[src/rtl/id_pkg.sv]
// Shared decode/issue definitions: serializer states, default drain depth,
// and the decoded-bundle field layout agreed between decode and EXE.
package id_pkg;

  typedef enum logic [1:0] {
    ID_SER_IDLE   = 2'd0,
    ID_SER_DRAIN  = 2'd1,
    ID_SER_NOTIFY = 2'd2
  } id_ser_state_e;

  localparam int ID_DRAIN_DEPTH_DEF = 3;

  // Bundle layout (LSB offsets, 32-bit fields) in the 160-bit payload
  localparam int ID_F_INSTR = 0;
  localparam int ID_F_PC    = 32;
  localparam int ID_F_OPA   = 64;
  localparam int ID_F_OPB   = 96;
  localparam int ID_F_CTRL  = 128;
  localparam int ID_F_W     = 32;

endpackage

[src/rtl/id_drain_counter.sv]
// Loadable down-counter for the serialization drain; term flags the last
// bubble (cnt==1). Everything holds while en (I-cache hit) is low.
module id_drain_counter #(
  parameter int CNT_W = 4
) (
  input  logic             CLK,
  input  logic             RESET,
  input  logic             en,
  input  logic             load,
  input  logic [CNT_W-1:0] load_val,
  input  logic             dec,
  output logic [CNT_W-1:0] cnt,
  output logic             term
);

  always_ff @(posedge CLK) begin
    if (RESET)
      cnt <= '0;
    else if (en) begin
      if (load)
        cnt <= load_val;
      else if (dec)
        cnt <= cnt - CNT_W'(1);
    end
  end

  assign term = (cnt == CNT_W'(1));

endmodule

[src/rtl/id_serialize_stage.sv]
// Decode-to-EXE issue register. Serializing instructions issue a marker,
// drain DRAIN_DEPTH bubbles, then spend one NOTIFY cycle (optional SYS pulse).
module id_serialize_stage
  import id_pkg::*;
#(
  parameter int DATA_W      = 160,
  parameter int DRAIN_DEPTH = ID_DRAIN_DEPTH_DEF,
  parameter int CNT_W       = 4
) (
  input  logic              CLK,
  input  logic              RESET,
  input  logic              hit,
  input  logic              in_valid,
  input  logic              in_serial,
  input  logic              in_notify,
  input  logic [DATA_W-1:0] in_payload,
  input  logic              in_redirect,
  input  logic [31:0]       in_redirect_pc,
  output logic              out_valid,
  output logic              out_serial,
  output logic [DATA_W-1:0] out_payload,
  output logic [31:0]       Alt_PC,
  output logic              Request_Alt_PC,
  output logic              SYS,
  output logic              WANT_FREEZE
);

  id_ser_state_e     state, state_nxt;
  logic              notify_q, notify_nxt;
  logic [CNT_W-1:0]  cnt;
  logic              cnt_term, cnt_load, cnt_dec;
  logic              vld_nxt, ser_nxt, req_nxt, sys_nxt;
  logic [DATA_W-1:0] pay_nxt;
  logic [31:0]       alt_nxt;

  id_drain_counter #(.CNT_W(CNT_W)) u_cnt (
    .CLK      (CLK),
    .RESET    (RESET),
    .en       (hit),
    .load     (cnt_load),
    .load_val (CNT_W'(DRAIN_DEPTH)),
    .dec      (cnt_dec),
    .cnt      (cnt),
    .term     (cnt_term)
  );

  always_comb begin
    state_nxt  = state;
    notify_nxt = notify_q;
    vld_nxt    = 1'b0;
    ser_nxt    = 1'b0;
    pay_nxt    = '0;
    req_nxt    = 1'b0;
    alt_nxt    = Alt_PC;
    sys_nxt    = SYS;
    cnt_load   = 1'b0;
    cnt_dec    = 1'b0;
    case (state)
      ID_SER_IDLE: begin
        if (in_valid && in_serial) begin
          // Marker slot: no payload, redirect ignored
          vld_nxt    = 1'b1;
          ser_nxt    = 1'b1;
          cnt_load   = 1'b1;
          notify_nxt = in_notify;
          state_nxt  = ID_SER_DRAIN;
        end else if (in_valid) begin
          vld_nxt = 1'b1;
          pay_nxt = in_payload;
          req_nxt = in_redirect;
          alt_nxt = in_redirect_pc;
        end
      end
      ID_SER_DRAIN: begin
        cnt_dec = 1'b1;
        if (cnt_term) begin
          state_nxt = ID_SER_NOTIFY;
          sys_nxt   = notify_q;
        end
      end
      ID_SER_NOTIFY: begin
        sys_nxt   = 1'b0;
        state_nxt = ID_SER_IDLE;
      end
      default: state_nxt = ID_SER_IDLE;
    endcase
  end

  always_ff @(posedge CLK) begin
    if (RESET) begin
      state          <= ID_SER_IDLE;
      notify_q       <= 1'b0;
      out_valid      <= 1'b0;
      out_serial     <= 1'b0;
      out_payload    <= '0;
      Alt_PC         <= '0;
      Request_Alt_PC <= 1'b0;
      SYS            <= 1'b0;
    end else if (hit) begin
      state          <= state_nxt;
      notify_q       <= notify_nxt;
      out_valid      <= vld_nxt;
      out_serial     <= ser_nxt;
      out_payload    <= pay_nxt;
      Alt_PC         <= alt_nxt;
      Request_Alt_PC <= req_nxt;
      SYS            <= sys_nxt;
    end
  end

  // Fetch may advance past a serializing instruction only during NOTIFY
  assign WANT_FREEZE = !hit || (in_valid && in_serial && state != ID_SER_NOTIFY);

endmodule

[config.mk]
export PLATFORM = sky130hd
export DESIGN_NAME = id_serialize_stage
export DESIGN_NICKNAME = d
export VERILOG_FILES = /design/src/rtl/id_pkg.sv /design/src/rtl/id_drain_counter.sv /design/src/rtl/id_serialize_stage.sv
export SDC_FILE = /design/constraint.sdc
export NUM_CORES = 1
export LEC_CHECK = 0
export ABC_CLOCK_PERIOD_IN_PS = 2600
export CORE_AREA = 3 3 155 157
export CTS_CLUSTER_DIAMETER = 100
export DETAILED_ROUTE_END_ITERATION = 8
export DIE_AREA = 0 0 158 160
export PLACE_DENSITY = 0.67
export SYNTH_ARGS = -nofsm -noshare
export SYNTH_HDL_FRONTEND = slang
export SYNTH_HIERARCHICAL = 1
export SYNTH_SLANG_ARGS = --single-unit
export TNS_END_PERCENT = 100
[constraint.sdc]
create_clock -name CLK -period 2.6 [get_ports CLK]
set_input_delay 0.26 -clock CLK [delete_from_list [all_inputs] [get_ports CLK]]
set_output_delay 0.26 -clock CLK [all_outputs]
set_load 0.1 [all_outputs]
Yosys cells after proc, flatten, opt, wreduce, memory -nomap -nowiden
Cells that the tools add are included.
Operators by class
  multiplexer cells: 19
  equality and inequality tests: 6
  reduce and logical (&&, ||, !) cells: 12
  bitwise operators: 1
  $add $sub $neg: 1
Operators with widths (count)
  160-bit 2-to-1 mux: 3
  1-bit 2-to-1 mux: 10
  3-bit AND reduction: 3
  4-bit 2-to-1 mux: 2
  2-bit inequality test (second input constant): 3
  4-bit by 1-bit == test with 1-bit output (second input constant): 1
  2-bit 2-to-1 mux: 2
  2-bit one-hot mux with 2 select lines: 1
  4-bit AND reduction: 1
  2-bit nonzero test: 2
  4-bit by 1-bit subtractor with 4-bit output (second input constant): 1
  2-bit by 1-bit == test with 1-bit output (second input constant): 1
  2-bit == test (second input constant): 1
  1-bit logical AND: 2
  2-bit logical NOT: 1
  1-bit one-hot mux with 2 select lines: 1
  2-bit AND reduction: 1
  1-bit logical NOT: 1
  1-bit logical OR: 1
  1-bit NOT: 1
Word-level totals
  register bits: 203
  word-level logic and storage cells: 48
  output and inout bits: 197

Longest topological paths before layout
  depth in word-level cells: 5
  gate-level depth with buffers: 8

By module
Netlist, hierarchy kept.
By module, submodules not included
  id_serialize_stage: cells each 543, instances 1, area an instance 6327.3 µm²
  id_drain_counter: cells each 32, instances 1, area an instance 264.0 µm²

Least setup slack after synthesis
Ideal clock, no wire load.
  kind: input to output
  from: input in_serial
  to: output WANT_FREEZE
  path slack: -0.614 ns
  data required time: 2.340 ns
  stages on the path: 4
  data arrival time: 2.954 ns
  path through: clkbuf_1 > clkbuf_1 > nand2_1 > o21ai_0
On the way
  longest elaborated chain between the ends: 3
RTL lines
  from (decl): line id_serialize_stage.sv:14  | input logic in_serial,
  1-bit logical AND (2 in a row): line id_serialize_stage.sv:112  | assign WANT_FREEZE = !hit || (in_valid && in_serial && state != ID_SER_NOTIFY);
  1-bit logical OR: line id_serialize_stage.sv:112
  to (decl): line id_serialize_stage.sv:25  | output logic WANT_FREEZE
Every way passes these cells.

Final worst setup path
  from: register state[1]
  to: output WANT_FREEZE
On the way
  longest elaborated chain between the ends: 3
RTL lines
  from (decl): line id_serialize_stage.sv:28  | id_ser_state_e state, state_nxt;
  from (signal assigned): line id_serialize_stage.sv:100  | state <= state_nxt;
  2-bit inequality test: line id_serialize_stage.sv:112
  1-bit logical AND: line id_serialize_stage.sv:112
  1-bit logical OR: line id_serialize_stage.sv:112
Every way passes these cells.

==> reports/metrics.csv <==
stage,metric,value,unit
yosys,synth_area,6590,um^2
worst_setup_path,cp_num_cells,3,
place,place_inst,1215,
worst_setup_path,worstPathArrival,1.54,ns
timing,setup_viol,0,
timing,finalCritPeriodShare,0.692,
grt,grt-ovfl-total,0,
timing,fmax,555,MHz
die,core,22600,um^2
die,start_util,0.291,
route,routed_wl,23900,um
worst_setup_path,critical_path.cell_chain,nor2b_1 > o21ai_1 > buf_12,
clock_network,clk_latency,0.49,ns
pwr,ir_worst_vdd,0.381,mV
die,die_area,25300,um^2
worst_setup_path,cp-end-kind,output pin,
yosys,async_flop_share,0,
place,dpl_worst_slack,0.575,ns
timing,period_needed,1.80,ns
worst_setup_path,critPathKind,flip-flop to output pin,
worst_setup_path,crit_buf_inv,1,
yosys,ys_warn_count,6,
die,die_h,160,um
clock_network,clock_path_buffers,3,
run,drv_cap,0,
route,dr.pass1.iters,7,
yosys,synthXorXnorAreaFrac,0,
yosys,synth-seq-area-share,0.617,
route,drtIter0Drc,370,
yosys,syn_avg_cell_area,11.5,um^2
worst_setup_path,cp_top_family,flip-flops,
timing,tightest_slew,0.575,ns
route,via_count,6062,
route,wire_per_inst,19.1,um
yosys,synth_cells,575,
worst_setup_path,critPathRequiredTime,2.34,ns
pwr,p_comb_frac,0.162,
worst_setup_path,startpoint_type,flip-flop,
grt,first_global_vias,5999,
pwr,clkPwrFrac,0.426,
layout,synthToLayoutAreaGrowth,68.5,%
pwr,power.density,710,nW/um^2
yosys,synth_top_family_by_area,compound AO/OA/AOI/OAI gates,
timing,skew,0.00678,ns
layout,drive_gt1_frac,0.258,
clock_network,cts_sinks,203,
pwr,power_switching_share,0.269,
worst_setup_path,r2r_cells,4,
worst_setup_path,cpPeakStageDelay,0.41,ns
die,design.portCount,396,
route,ant_nets,0,
worst_setup_path,r2r_setup_slack,0.88,ns
layout,diodes,0,
yosys,synthFlopType,dfxtp_1,
yosys,muxShareOfSynthArea,0,
pwr,p_int,0.00576,W
timing,tns,0,ns
die,die_w,158,um
place,gp_congestion,0.792,
route,viasPerCell,4.83,
layout,instances_no_fill,1254,
layout,nFillCells,2066,
worst_setup_path,reg2reg_to,out_payload[92],
layout,nets,1156,
place,dpl.hpwl,16900,um
grt,grt_max_degree,116,
outcome,run_status,"complete, no violations",
pwr,p_switching,0.00212,W
yosys,synth_compound_area_frac,0.283,
clock_network,cts_made_buffers,23,
hold_path,hold_class,input pin to flip-flop,
timing,setup_ws,0.800,ns
pwr,p_total,0.00788,W
yosys,synth_top_area_frac,0.617,
worst_setup_path,cp_max_fo,10,
timing,slew_viol_final,0,
layout,most-common-layout-cells,"buf_4 (206), dfxtp_1 (203), clkdlybuf4s50_1 (198), a22o_1 (161), a21oi_1 (40)",
clock_network,h-tree-depth,1,
worst_setup_path,critPathLaunch,state[1],
clock_network,cts_setup_buffers,0,
pwr,p_leak,4.67,nW
worst_setup_path,rr_startpoint,state[0],
yosys,synth_top_area_cell,dfxtp_1,
grt,track_usage,0.173,
route,remaining_drc_errors,0,
worst_setup_path,cpMaxStageDelayCell,dfxtp_1,
layout,final_common_cell,buf_4,
yosys,synth-edff-count,0,
grt,grt_pass1_wl,34800,um
clock_network,hold_buffers,0,
die,rows,55,
yosys,synth-seq-cells,203,
timing,rsz0062_at_grt,false,
yosys,yosysUniqueCellTypes,36,
timing,whs,0.322,ns
pwr,p_seq_frac,0.412,
yosys,synthSimpleGateAreaFrac,0.0526,
clock_network,ctsResizeCount,0,
place,io_buffers,395,
worst_setup_path,endpoint,WANT_FREEZE,
yosys,yosys.area_share.adder,0.00380,
clock_network,clk_pin_slew_worst_paths,0.06,ns
timing,hold_viol_final,0,
grt,antenna_found_initial,1,
timing,max_slew_margin,0.616,
yosys,ys_top_cells_by_area,"dfxtp_1 (62%), a22o_1 (21%), a21oi_1 (3.0%), o21ai_0 (3.0%), nand3_1 (2.7%)",
clock_network,clock-root-buffer,clkbuf_16,
clock_network,cts_tree,built,
==> cell usage after synthesis (all sizes together) (2+ instances only) <==
| cell | n |
|---|---|
| conb | 2 |
| nor3 | 2 |
| inv | 3 |
| a22o | 161 |
| a211oi | 2 |
| nor2b | 3 |
| nor3b | 2 |
| buf | 28 |
| nand3 | 35 |
| nand2 | 6 |
| a21oi | 40 |
| and2 | 2 |
| o21ai | 41 |
| ha | 2 |
| dfxtp | 203 |
| nor2 | 5 |
| clkbuf | 27 |
==> state kept, by name, indices dropped and copies added, names as in the netlist <==
signal,cells
notify_q,1
out_serial,1
Request_Alt_PC,1
state,2
out_payload,160
out_valid,1
Alt_PC,32
SYS,1
u_cnt/cnt,4
==> worst register-to-register path: cells and delay by family (launching register included) <==
| family | cells | cell delay (ns) |
|---|---|---|
| AO/OA/AOI/OAI | 1 | 0.38 |
| buffers and inverters | 1 | 0.36 |
| AND/OR/NAND/NOR | 2 | 0.51 |
| flip-flops | 1 | 0.40 |
==> metal layers <==
metal / up-vias / routed length [um] / GRT usage
li1: 2916 / - / -
met3: 41 / 3090 / 0.0840
met5: - / 12 / 0
met2: 291 / 10700 / 0.278
met1: 2812 / 9420 / 0.205
met4: 2 / 674 / 0.0540
==> power groups by stage <==
stage          combinational [W]  sequential, W  clock (W)
4_1_cts                  0.00129        0.00324    0.00347
6_report                 0.00128        0.00324    0.00336
5_1_grt                  0.00133        0.00325    0.00359
3_5_place_dp             0.00128        0.00331          0
3_3_place_gp             0.00128        0.00331          0
2_1_floorplan           0.000214        0.00387          0
==> how the worst min path moves through the flow <==
stage                  startpoint               to  slack [ns]  depth (start not counted)
2_1_floorplan               RESET     u_cnt/cnt[2]        0.33                          1
3_3_place_gp      out_payload[19]  out_payload[19]        0.46                          1
3_5_place_dp      out_payload[10]  out_payload[10]        0.46                          1
4_1_cts        in_redirect_pc[14]       Alt_PC[14]        0.30                          3
5_1_grt        in_redirect_pc[19]       Alt_PC[19]        0.30                          3
6_report       in_redirect_pc[19]       Alt_PC[19]        0.32                          3
==> cells by family (layout without fill, tap and decap cells) <==
logic type               count (synthesis)  in the layout
other                                    2              4
AO/OA/AOI/OAI                          248            248
buffers and inverters                   59            451
flip-flops                             203            203
AND/OR/NAND/NOR                         61             61
adder cells (fa/ha/maj)                  2              2
==> area by class of cell <==
type	instances	area, um^2	area share
Sequential cell	203	4060	0.366
Tap cell	285	357	0.0321
Clock buffer	31	636	0.0572
Multi-Input combinational cell	315	2280	0.205
Clock inverter	8	149	0.0134
Timing Repair Buffer	408	3610	0.325
Inverter	4	15.0	0.00135
==> through the flow <==
stage	instance area [um^2]	util
2_1_floorplan	6600	-
3_3_place_gp	10300	0.456
3_5_place_dp	10300	0.456
4_1_cts	11100	0.491
5_1_grt	11100	0.491
6_report	11100	0.491
No activity file was read; power rests on OpenSTA's default activity.
